**src/rtl/lfsr_pkg.sv**
```systemverilog
// rtl/lfsr_pkg.sv - shared LFSR tap table and PRBS checker state type.
package lfsr_pkg;

  localparam int MAX_N = 16;

  typedef enum logic [1:0] {
    FILL,
    HUNT,
    LOCKED
  } prbs_state_t;

  // Bit (t-1) is set for each polynomial term x^t; the shift register's newest bit sits at bit 0.
  function automatic logic [MAX_N-1:0] lfsr_taps(int n);
    logic [MAX_N-1:0] mask;
    case (n)
      4:       mask = 16'h000C;
      5:       mask = 16'h0014;
      6:       mask = 16'h0030;
      7:       mask = 16'h0060;
      8:       mask = 16'h00B8;
      9:       mask = 16'h0110;
      10:      mask = 16'h0240;
      11:      mask = 16'h0500;
      12:      mask = 16'h0829;
      13:      mask = 16'h100D;
      14:      mask = 16'h2015;
      15:      mask = 16'h6000;
      16:      mask = 16'hD008;
      default: mask = 16'h0000;
    endcase
    return mask;
  endfunction

endpackage

```
**src/rtl/prbs_err_window.sv**
```systemverilog
// rtl/prbs_err_window.sv - error-monitoring window and loss-of-lock decision while locked.
module prbs_err_window
  import lfsr_pkg::*;
#(
  parameter int WIN_LEN  = 64,
  parameter int LOSS_THR = 4
) (
  input  logic clk,
  input  logic rst_n,
  input  logic valid,
  input  logic err,
  input  logic restart,
  output logic loss
);

  localparam int WIN_W  = $clog2(WIN_LEN + 1);
  localparam int ERR_W  = $clog2(LOSS_THR + 1);
  localparam int ERR_W1 = ERR_W + 1;

  logic [WIN_W-1:0]  win;
  logic [ERR_W-1:0]  werr;
  logic [ERR_W1-1:0] werr_inc;

  // The current bit is counted before the threshold test, so loss wins over the window wrap.
  assign werr_inc = {1'b0, werr} + ERR_W1'(err);
  assign loss     = valid && err && (werr_inc >= ERR_W1'(LOSS_THR));

  always_ff @(posedge clk) begin
    if (!rst_n || restart) begin
      win  <= '0;
      werr <= '0;
    end else if (valid) begin
      if (win == WIN_W'(WIN_LEN - 1)) begin
        win  <= '0;
        werr <= '0;
      end else begin
        win  <= win + WIN_W'(1);
        werr <= werr_inc[ERR_W-1:0];
      end
    end
  end

endmodule

```
**config.mk**
```make
export PLATFORM = sky130hd
export DESIGN_NAME = prbs_err_window
export DESIGN_NICKNAME = d
export VERILOG_FILES = /design/src/rtl/lfsr_pkg.sv /design/src/rtl/prbs_err_window.sv
export SDC_FILE = /design/constraint.sdc
export NUM_CORES = 1
export LEC_CHECK = 0
export CAP_MARGIN = 20
export CORE_AREA = 2 2 39 41
export CTS_BUF_LIST = sky130_fd_sc_hd__clkbuf_16
export DETAILED_ROUTE_END_ITERATION = 7
export DIE_AREA = 0 0 41 43
export GPL_ROUTABILITY_DRIVEN = 0
export GPL_TIMING_DRIVEN = 0
export PLACE_DENSITY = 0.57
export SLEW_MARGIN = 20
export SYNTH_ARGS = -nofsm -noshare
export SYNTH_HDL_FRONTEND = slang
export SYNTH_SLANG_ARGS = --single-unit
export TNS_END_PERCENT = 50
```
**constraint.sdc**
```tcl
create_clock -name clk -period 2.6 [get_ports clk]
set_input_delay 0.78 -clock clk [delete_from_list [all_inputs] [get_ports clk]]
set_output_delay 0.78 -clock clk [all_outputs]
set_load 0.01 [all_outputs]
```
==> Word level (Yosys, flattened, before mapping) <==
Index checks and enable logic that the tools add are counted.
{ "totals": {"ff_bits": 10, "latchBits": 0, "mem_bits_rw": 0, "mem_bits_ro": 0, "inputBits": 5, "out_inout_bits": 1, "word_cells": 12, "mem_count": 0} }
{ "op_classes": {"n_addsub": 2, "mul": 0, "div": 0, "magnitude_cmp": 1, "n_eq_ne": 1, "n_shift": 0, "mux": 2, "bitwise_logic": 0, "n_reduce_logical": 4} }
{ "op_table": {"columns": ["cell", "count"], "rows": [
  ["$add A7 B1 Y7 const B", 1],
  ["$eq A7 B6 Y1 const B", 1],
  ["$mux W7", 1],
  ["$add A3 B1 Y4", 1],
  ["$ge A4 B3 Y1 const B", 1],
  ["$mux W3", 1],
  ["$logic_and A1 B1 Y1", 2],
  ["$logic_not A1 Y1", 1],
  ["$logic_or A1 B1 Y1", 1]
]} }

==> Longest topological paths before layout <==
Gate-level depths: netlist of the first run.
{ "depth": {"depth_word": 3, "mapped_depth": 5} }

==> Least setup slack after synthesis of the first run <==
No wires, ideal clock.
{ "synth_path": {"kind": "input port to output port", "start": "in err", "end": "out loss", "t_arrival_ns": 1.487, "path_slack_ns": 0.333, "path_stages": 4, "path_buffers": 0, "cell_sequence": "ha_1 > ha_1 > nand3_1 > o2111a_1"} }
{ "synth_between": {"elab_chain_cells": 3} }
{ "synth_lines": {"columns": ["element", "line_no", "rtl"], "rows": [
  ["start: declaration", "prbs_err_window.sv:11", "input logic err,"],
  ["$add A3 B1 Y4", "prbs_err_window.sv:25", "assign werr_inc = {1'b0, werr} + ERR_W1'(err);"],
  ["$ge A4 B3 Y1", "prbs_err_window.sv:26", "assign loss = valid && err && (werr_inc >= ERR_W1'(LOSS_THR));"],
  ["$logic_and A1 B1 Y1 (*)", "prbs_err_window.sv:26", null],
  ["end: declaration", "prbs_err_window.sv:13", "output logic loss"]
]} }
Mark *: on every way between the ends. The rest lies on a longest branch, timed or not.

==> Worst setup path in the final report of the first run <==
Same ends and word-level chain as after synthesis.

==> qor.csv, run 1 <==
stage,metric,value,unit
finish,final core utilization,0.485,
drt,drt drc,0,
synthesis,total nets after synthesis,66,
clocking,# hold bufs at CTS,0,
clocking,maximum clock path buffer count,2,
finish,final instance area,671,sq um
synthesis,Synthesis Warnings,0,
clocking,postcts setup bufs,0,
synthesis,cells after synthesis,58,
floorplanning,# rows,14,
placement,number of port buffers,5,
drt,routed vias,439,
worst_setup_path,CP max stage cell,dlygate4sd2_1,
drt,Routed WL,987,microns
worst_setup_path,crit path from,err,
finish,fin cells,83,
finish,layout cells sized above 1,0.119,
drt,first-iteration detailed-routing DRC count,1,
worst_setup_path,Reg-to-Reg Start,win[0]$_SDFFE_PP0P_,
pwr,final total power,0.000450,W
pwr,Leak,0.238,nW
drt,Wirelength per Cell,11.9,microns
sta,Pins Over Slew Limit,0,
run,Max Cap Viol,0,
hold_path,Hold/Removal Path Class,reg2reg,
synthesis,synthesized flop and latch total,10,
sta,Tcrit/Tclk final,0.978,
sta,setup tns final,0,ns
sta,FMAX,393,MHz
placement,dpl cells,79,
global_route,first-pass GRT wire length,1600,microns
worst_setup_path,CP Launch Type,primary input,
clocking,Clock transition at path regs,0.04,ns
worst_setup_path,worst-path cell chain,dlygate4sd2_1 > ha_2 > ha_4 > o2111a_1 > buf_2,
floorplanning,num ports,6,
sta,Rel. slew slack,0.722,
pwr,power density cells,671,nW/um^2
floorplanning,die area,1760,sq um
global_route,initial antenna violation count,0,
floorplanning,Die Ht,43,microns
worst_setup_path,WP buf/inv,2,
drt,DR pass1 iterations,2,
drt,Antenna Violating Nets Remaining,0,
worst_setup_path,CP Class,in2out,
floorplanning,Initial Utilization,0.370,
global_route,GR Util All Layers,0.142,
synthesis,Netlist cell types,23,
synthesis,Post-Syn Area,512,sq um
sta,Worst-Margin Slew,0.417,ns
worst_setup_path,Critical Path RT,1.82,ns
global_route,pin count of the biggest net entering global routing,11,
synthesis,sequential area share after synthesis,0.391,
clocking,CTS buffer count,3,
worst_setup_path,cell family with most CP delay,buffers and inverters,
placement,placed cell areas,582,sq um
sta,Final min period,2.54,ns
sta,Hold Fails Final Rpt,0,
sta,worst clock skew,0.000742,ns
drt,vias per inst,5.29,
clocking,CTS tree,yes,
worst_setup_path,CP Capture Type,output port,
global_route,grt total ovfl,0,
sta,Final setup viols,0,
worst_setup_path,crit-path max FO,4,
finish,area delta synth->final,31.1,%
floorplanning,Core Area,1380,sq um
clocking,clock latency on the worst-skew pair,0.24,ns
finish,fin nets,76,
global_route,vias in the first global route,374,
worst_setup_path,CP max stage delay,0.26,ns
floorplanning,Die W,41,microns
hold_path,hold_sp,werr[0]$_SDFFE_PP0P_,
worst_setup_path,crit path DAT,1.76,ns
clocking,Root Driver,clkbuf_16,
placement,Final HPWL DP,648,microns
clocking,TritonCTS sink count,10,
pwr,Peak VDD IR,0.415,mV
run_status,status,finished clean,
finish,ANT cells,0,
sta,RSZ-0062 raised after global routing,no,
synthesis,syn_area_per_cell,8.82,sq um
clocking,htree depth,1,
-- cell usage after synthesis (all sizes together) --
master / n / share of area
a21oi: 5 / 0.049
a31oi: 1 / 0.012
and3b: 1 / 0.017
buf: 2 / 0.017
dfxtp: 10 / 0.39
ha: 3 / 0.073
nand2: 5 / 0.037
nand2b: 6 / 0.073
nand3: 2 / 0.020
nand4: 3 / 0.049
nor2: 3 / 0.022
nor2b: 2 / 0.024
nor3: 2 / 0.020
nor3b: 1 / 0.015
o2111a: 1 / 0.022
o211ai: 4 / 0.059
o21ai: 1 / 0.0098
o22ai: 1 / 0.012
or2b: 1 / 0.015
or3: 1 / 0.012
xor2: 3 / 0.051
-- report_power, final --
part | total, W | leakage (nW) | internal [W] | switching, W
clock network | 0.000274 | 0.0385 | 0.000202 | 0.0000721
logic | 0.0000193 | 0.119 | 0.0000102 | 0.00000904
registers | 0.000157 | 0.0808 | 0.000156 | 0.00000155
total | 0.000450 | 0.238 | 0.000367 | 0.0000827
-- per-layer routing --
metal  vias to the layer above  global-route usage  part of all wire  routed length, microns
met1                       196               0.188              0.48                     470
met4                         0               0.120             0.035                      35
met2                         9               0.166              0.43                     420
li1                        229                   -                 -                       -
met3                         5              0.0628             0.063                      62
met5                         -                   0                 0                       0
-- logic make-up after synthesis --
group | Yosys count | synth area share
adders and majority gates | 3 | 0.0734
DFF | 10 | 0.391
buffers and inverters | 2 | 0.0171
xor gates and xnor gates | 3 | 0.0514
AOI/OAI and AO/OA | 13 | 0.164
and+or+nand+nor | 27 | 0.303
-- state kept, by name (all words and copies together), names as in the netlist --
signal  cells
werr        3
win         7
-- worst paths after layout --
kind	endpoint	slack, ns	cells past startpoint
max	loss	0.06	5
min reg2reg	werr[0]$_SDFFE_PP0P_	0.48	2
max reg2reg	werr[1]$_SDFFE_PP0P_	1.16	4
min	werr[0]$_SDFFE_PP0P_	0.48	2
-- through the flow --
step                setup slack (ns)  hold slack, ns
floorplan                      0.333           0.449
global placement              -0.638           0.462
detailed placement            -0.648           0.471
CTS                           0.0476           0.479
global route                 0.00802           0.502
finish                        0.0566           0.478
-- layout by cell type (no fill, tap or decap), drive strengths merged --
| cell | synthesis | final |
|---|---|---|
| nand3 | 2 | 2 |
| nor2 | 3 | 3 |
| or2b | 1 | 1 |
| xor2 | 3 | 3 |
| nand2 | 5 | 5 |
| nor2b | 2 | 2 |
| or3 | 1 | 1 |
| buf | 2 | 3 |
| a21oi | 5 | 5 |
| and3b | 1 | 1 |
| o211ai | 4 | 4 |
| dlygate4sd2 | 0 | 2 |
| nand2b | 6 | 6 |
| a31oi | 1 | 1 |
| dfxtp | 10 | 10 |
| o22ai | 1 | 1 |
| clkbuf | 0 | 3 |
| clkinv | 0 | 1 |
| clkdlybuf4s50 | 0 | 2 |
| nand4 | 3 | 3 |
| nor3b | 1 | 1 |
| nor3 | 2 | 2 |
| o21ai | 1 | 1 |
| o2111a | 1 | 1 |
| ha | 3 | 3 |
-- worst min-delay path, stage by stage, from the launching register on --
cell	delay (ns)
dfxtp_1	0.31
nand2b_1	0.07
a21oi_1	0.05
-- area by class of cell --
class                   count  area [sq um]
clock buffers               3          75.1
clock inverters             1          3.75
plain buffers               2          11.3
fillers                   134           713
flip-flops and latches     10           200
repair buffers              5          42.5
multi-input cells          46           318
well taps                  16          20.0
-- repair_timing --
action | 4_1_cts | 5_1_grt
pin swaps | 1 | 2
gates resized for setup | 10 | 0
cloned | 0 | 0
endpoints found under the setup margin | 1 | 1
Power figures use the tool's default switching activity.
==> inputs of run 2 (changes only) <==
==> constraint.sdc (replaced) <==
create_clock -name clk -period 3 [get_ports clk]
set_input_delay 0.9 -clock clk [delete_from_list [all_inputs] [get_ports clk]]
set_output_delay 0.9 -clock clk [all_outputs]
set_load 0.01 [all_outputs]
==> run 2 against run 1 <==
Compared with the run above: power down 13%; final area rose by 1.5%; global-route usage stayed put; register-to-register slack improved by 0.40 ns.
==> qor.csv, run 2 (synthesized netlist as in run 1, its figures left out) <==
stage,metric,value,unit,change
pwr,power density cells,574,nW/um^2,-15%
placement,number of port buffers,5,,unchanged
sta,Rel. slew slack,0.722,,unchanged
clocking,# hold bufs at CTS,0,,unchanged
worst_setup_path,crit path from,err,,
pwr,Leak,0.243,nW,+2.1%
sta,Tcrit/Tclk final,0.962,,
finish,ANT cells,0,,unchanged
clocking,clock latency on the worst-skew pair,0.24,ns,about the same
sta,Final Worst Setup Slack,0.115,ns,+0.0589 ns
worst_setup_path,CP Capture Type,output port,,
placement,Final HPWL DP,648,microns,unchanged
worst_setup_path,Reg-to-Reg Start,win[0]$_SDFFE_PP0P_,,
worst_setup_path,crit path DAT,1.98,ns,+0.22 ns
pwr,switch share,0.183,,-0.000330
clocking,maximum clock path buffer count,2,,unchanged
run_status,status,finished clean,,
run,Max Cap Viol,0,,unchanged
worst_setup_path,Worst R2R Setup Slack,1.56,ns,+0.40 ns
worst_setup_path,CP max stage delay,0.25,ns,about the same
finish,most frequent cells in the layout,"10 x dfxtp_1, 6 x nand2b_1, 5 x nand2_1, 5 x a21oi_1, 4 x o211ai_1",,
pwr,Peak VDD IR,0.360,mV,-13%
clocking,htree depth,1,,unchanged
hold_path,Hold/Removal Path Class,reg2reg,,
worst_setup_path,CP max stage cell,dlygate4sd2_1,,
global_route,initial antenna violation count,0,,unchanged
sta,Pins Over Slew Limit,0,,unchanged
sta,RSZ-0062 raised after global routing,no,,
sta,worst clock skew,0.000742,ns,unchanged
clocking,Root Driver,clkbuf_16,,
pwr,Combinational Power Share,0.043,,about the same
drt,DR pass1 iterations,2,,unchanged
finish,area delta synth->final,33.0,%,
finish,final instance area,681,sq um,+1.5%
finish,# fillers,132,,-1.5%
finish,top flop regs,"win x7, werr x3",,
drt,first-iteration detailed-routing DRC count,1,,unchanged
worst_setup_path,r2r endpoint,werr[1]$_SDFFE_PP0P_,,
drt,Antenna Violating Nets Remaining,0,,unchanged
drt,Routed WL,986,microns,-0.10%
pwr,cell internal pwr,0.000319,W,-13%
global_route,GR Util All Layers,0.142,,unchanged
placement,"worst slack, placed",-0.488,ns,+0.160 ns
drt,vias per inst,5.28,,-0.23%
floorplanning,Initial Utilization,0.370,,unchanged
finish,layout cells sized above 1,0.119,,unchanged
worst_setup_path,CP Class,in2out,,
sta,Hold Fails Final Rpt,0,,unchanged
floorplanning,# rows,14,,unchanged
finish,max reg flops,7,,unchanged
finish,Largest Register,win,,
finish,"most common cell after layout, fill and taps aside",dfxtp_1,,
sta,setup tns final,0,ns,unchanged
pwr,final total power,0.000390,W,-13%
floorplanning,Core Area,1380,sq um,unchanged
worst_setup_path,worst-path cell chain,dlygate4sd2_1 > ha_2 > ha_4 > nand3_1 > o2111a_1 > clkdlybuf4s15_2,,
worst_setup_path,Critical Path RT,2.10,ns,+0.28 ns
global_route,first-pass GRT wire length,1600,microns,unchanged
sta,Final min period,2.88,ns,
global_route,pin count of the biggest net entering global routing,11,,unchanged
sta,Final setup viols,0,,unchanged
worst_setup_path,reg2reg path depth,4,,unchanged
worst_setup_path,Worst Setup EP,loss,,
clocking,Clock transition at path regs,0.04,ns,about the same
clocking,postcts setup bufs,0,,unchanged
finish,fin nets,76,,unchanged
floorplanning,die area,1760,sq um,unchanged
sta,Worst-Margin Slew,0.417,ns,unchanged
pwr,Net Sw Power,0.0000716,W,-13%
floorplanning,Die Ht,43,microns,unchanged
pwr,Seq pwr share,0.349,,about the same
drt,drt drc,0,,unchanged
pwr,clock share of power,0.607,,about the same
sta,Min Hold Slack,0.478,ns,-0.000703 ns
floorplanning,Die W,41,microns,unchanged
clocking,CTS buffer count,3,,unchanged
worst_setup_path,crit-path max FO,4,,unchanged
drt,routed vias,438,,-0.23%
global_route,grt total ovfl,0,,unchanged
worst_setup_path,CP Launch Type,primary input,,
drt,Wirelength per Cell,11.9,microns,-0.10%
clocking,TritonCTS sink count,10,,unchanged
placement,placed cell areas,582,sq um,unchanged
global_route,vias in the first global route,374,,unchanged
sta,FMAX,347,MHz,
floorplanning,num ports,6,,unchanged
clocking,CTS tree,yes,,
==> run 2: changes by cell type in the layout (fill, tap and decap cells not counted) <==
cell	before	now
dlymetal6s2s_1	0	1
clkdlybuf4s15_2	0	1
buf_2	1	0
dlygate4sd2_1	2	1
==> run 2: layout make-up <==
type	instances	area, sq um	share of cell area
Clock inverter	1	3.75	0.00551
Sequential cell	10	200	0.294
Timing Repair Buffer	5	52.6	0.0772
Tap cell	16	20.0	0.0294
Buffer	2	11.3	0.0165
Multi-Input combinational cell	46	318	0.467
Clock buffer	3	75.1	0.110
==> run 2: through the flow <==
stage | util | std cells
2_1_floorplan | - | 58
6_report | 0.492 | 83
3_3_place_gp | 0.420 | 79
5_1_grt | 0.492 | 83
3_5_place_dp | 0.420 | 79
4_1_cts | 0.490 | 83
==> run 2: worst min-delay path by stage <==
stage / start / to / slack, ns / cells after the start
floorplan: werr[0]$_SDFFE_PP0P_ / werr[0]$_SDFFE_PP0P_ / 0.45 / 2
global placement: werr[0]$_SDFFE_PP0P_ / werr[0]$_SDFFE_PP0P_ / 0.46 / 2
detailed placement: werr[0]$_SDFFE_PP0P_ / werr[0]$_SDFFE_PP0P_ / 0.47 / 2
CTS: werr[0]$_SDFFE_PP0P_ / werr[0]$_SDFFE_PP0P_ / 0.48 / 2
global route: werr[0]$_SDFFE_PP0P_ / werr[0]$_SDFFE_PP0P_ / 0.50 / 2
finish: werr[0]$_SDFFE_PP0P_ / werr[0]$_SDFFE_PP0P_ / 0.48 / 2
==> run 2: power groups by stage <==
stage               combinational, W  clock (W)  sequential, W
floorplan                 0.00000878          0       0.000138
global placement           0.0000168          0       0.000138
detailed placement         0.0000170          0       0.000138
CTS                        0.0000173   0.000242       0.000136
global route               0.0000193   0.000248       0.000136
finish                     0.0000170   0.000237       0.000136
==> run 2: worst max-delay path, delay by kind of cell <==
kind / cells / cell delay [ns]
buffers and inverters: 2 / 0.46
and+or+nand+nor: 1 / 0.07
adders and majority gates: 2 / 0.37
AOI/OAI and AO/OA: 1 / 0.18
==> run 2: metal layers <==
layer | vias to the layer above | GRT usage | share of wire
li1 | 229 | - | -
met1 | 195 | 0.188 | 0.48
met2 | 9 | 0.166 | 0.42
met3 | 5 | 0.0628 | 0.060
met4 | 0 | 0.120 | 0.035
met5 | - | 0 | 0
==> run 2: repair_timing <==
action | 4_1_cts | 5_1_grt
endpoints found under the hold margin | 0 | 0
pin swaps | 1 | 0
resized for setup | 8 | 1
setup endpoints to repair | 1 | 1
==> inputs of run 3 (changes only) <==
--- a/config.mk
+++ b/config.mk
@@ -5,7 +5,6 @@
 export SDC_FILE = /design/constraint.sdc
 export NUM_CORES = 1
 export LEC_CHECK = 0
-export CAP_MARGIN = 20
 export CORE_AREA = 2 2 39 41
 export CTS_BUF_LIST = sky130_fd_sc_hd__clkbuf_16
 export DETAILED_ROUTE_END_ITERATION = 7
==> results of run 3 <==
No change in the layout: final DEF, timing and power equal those of run 2.
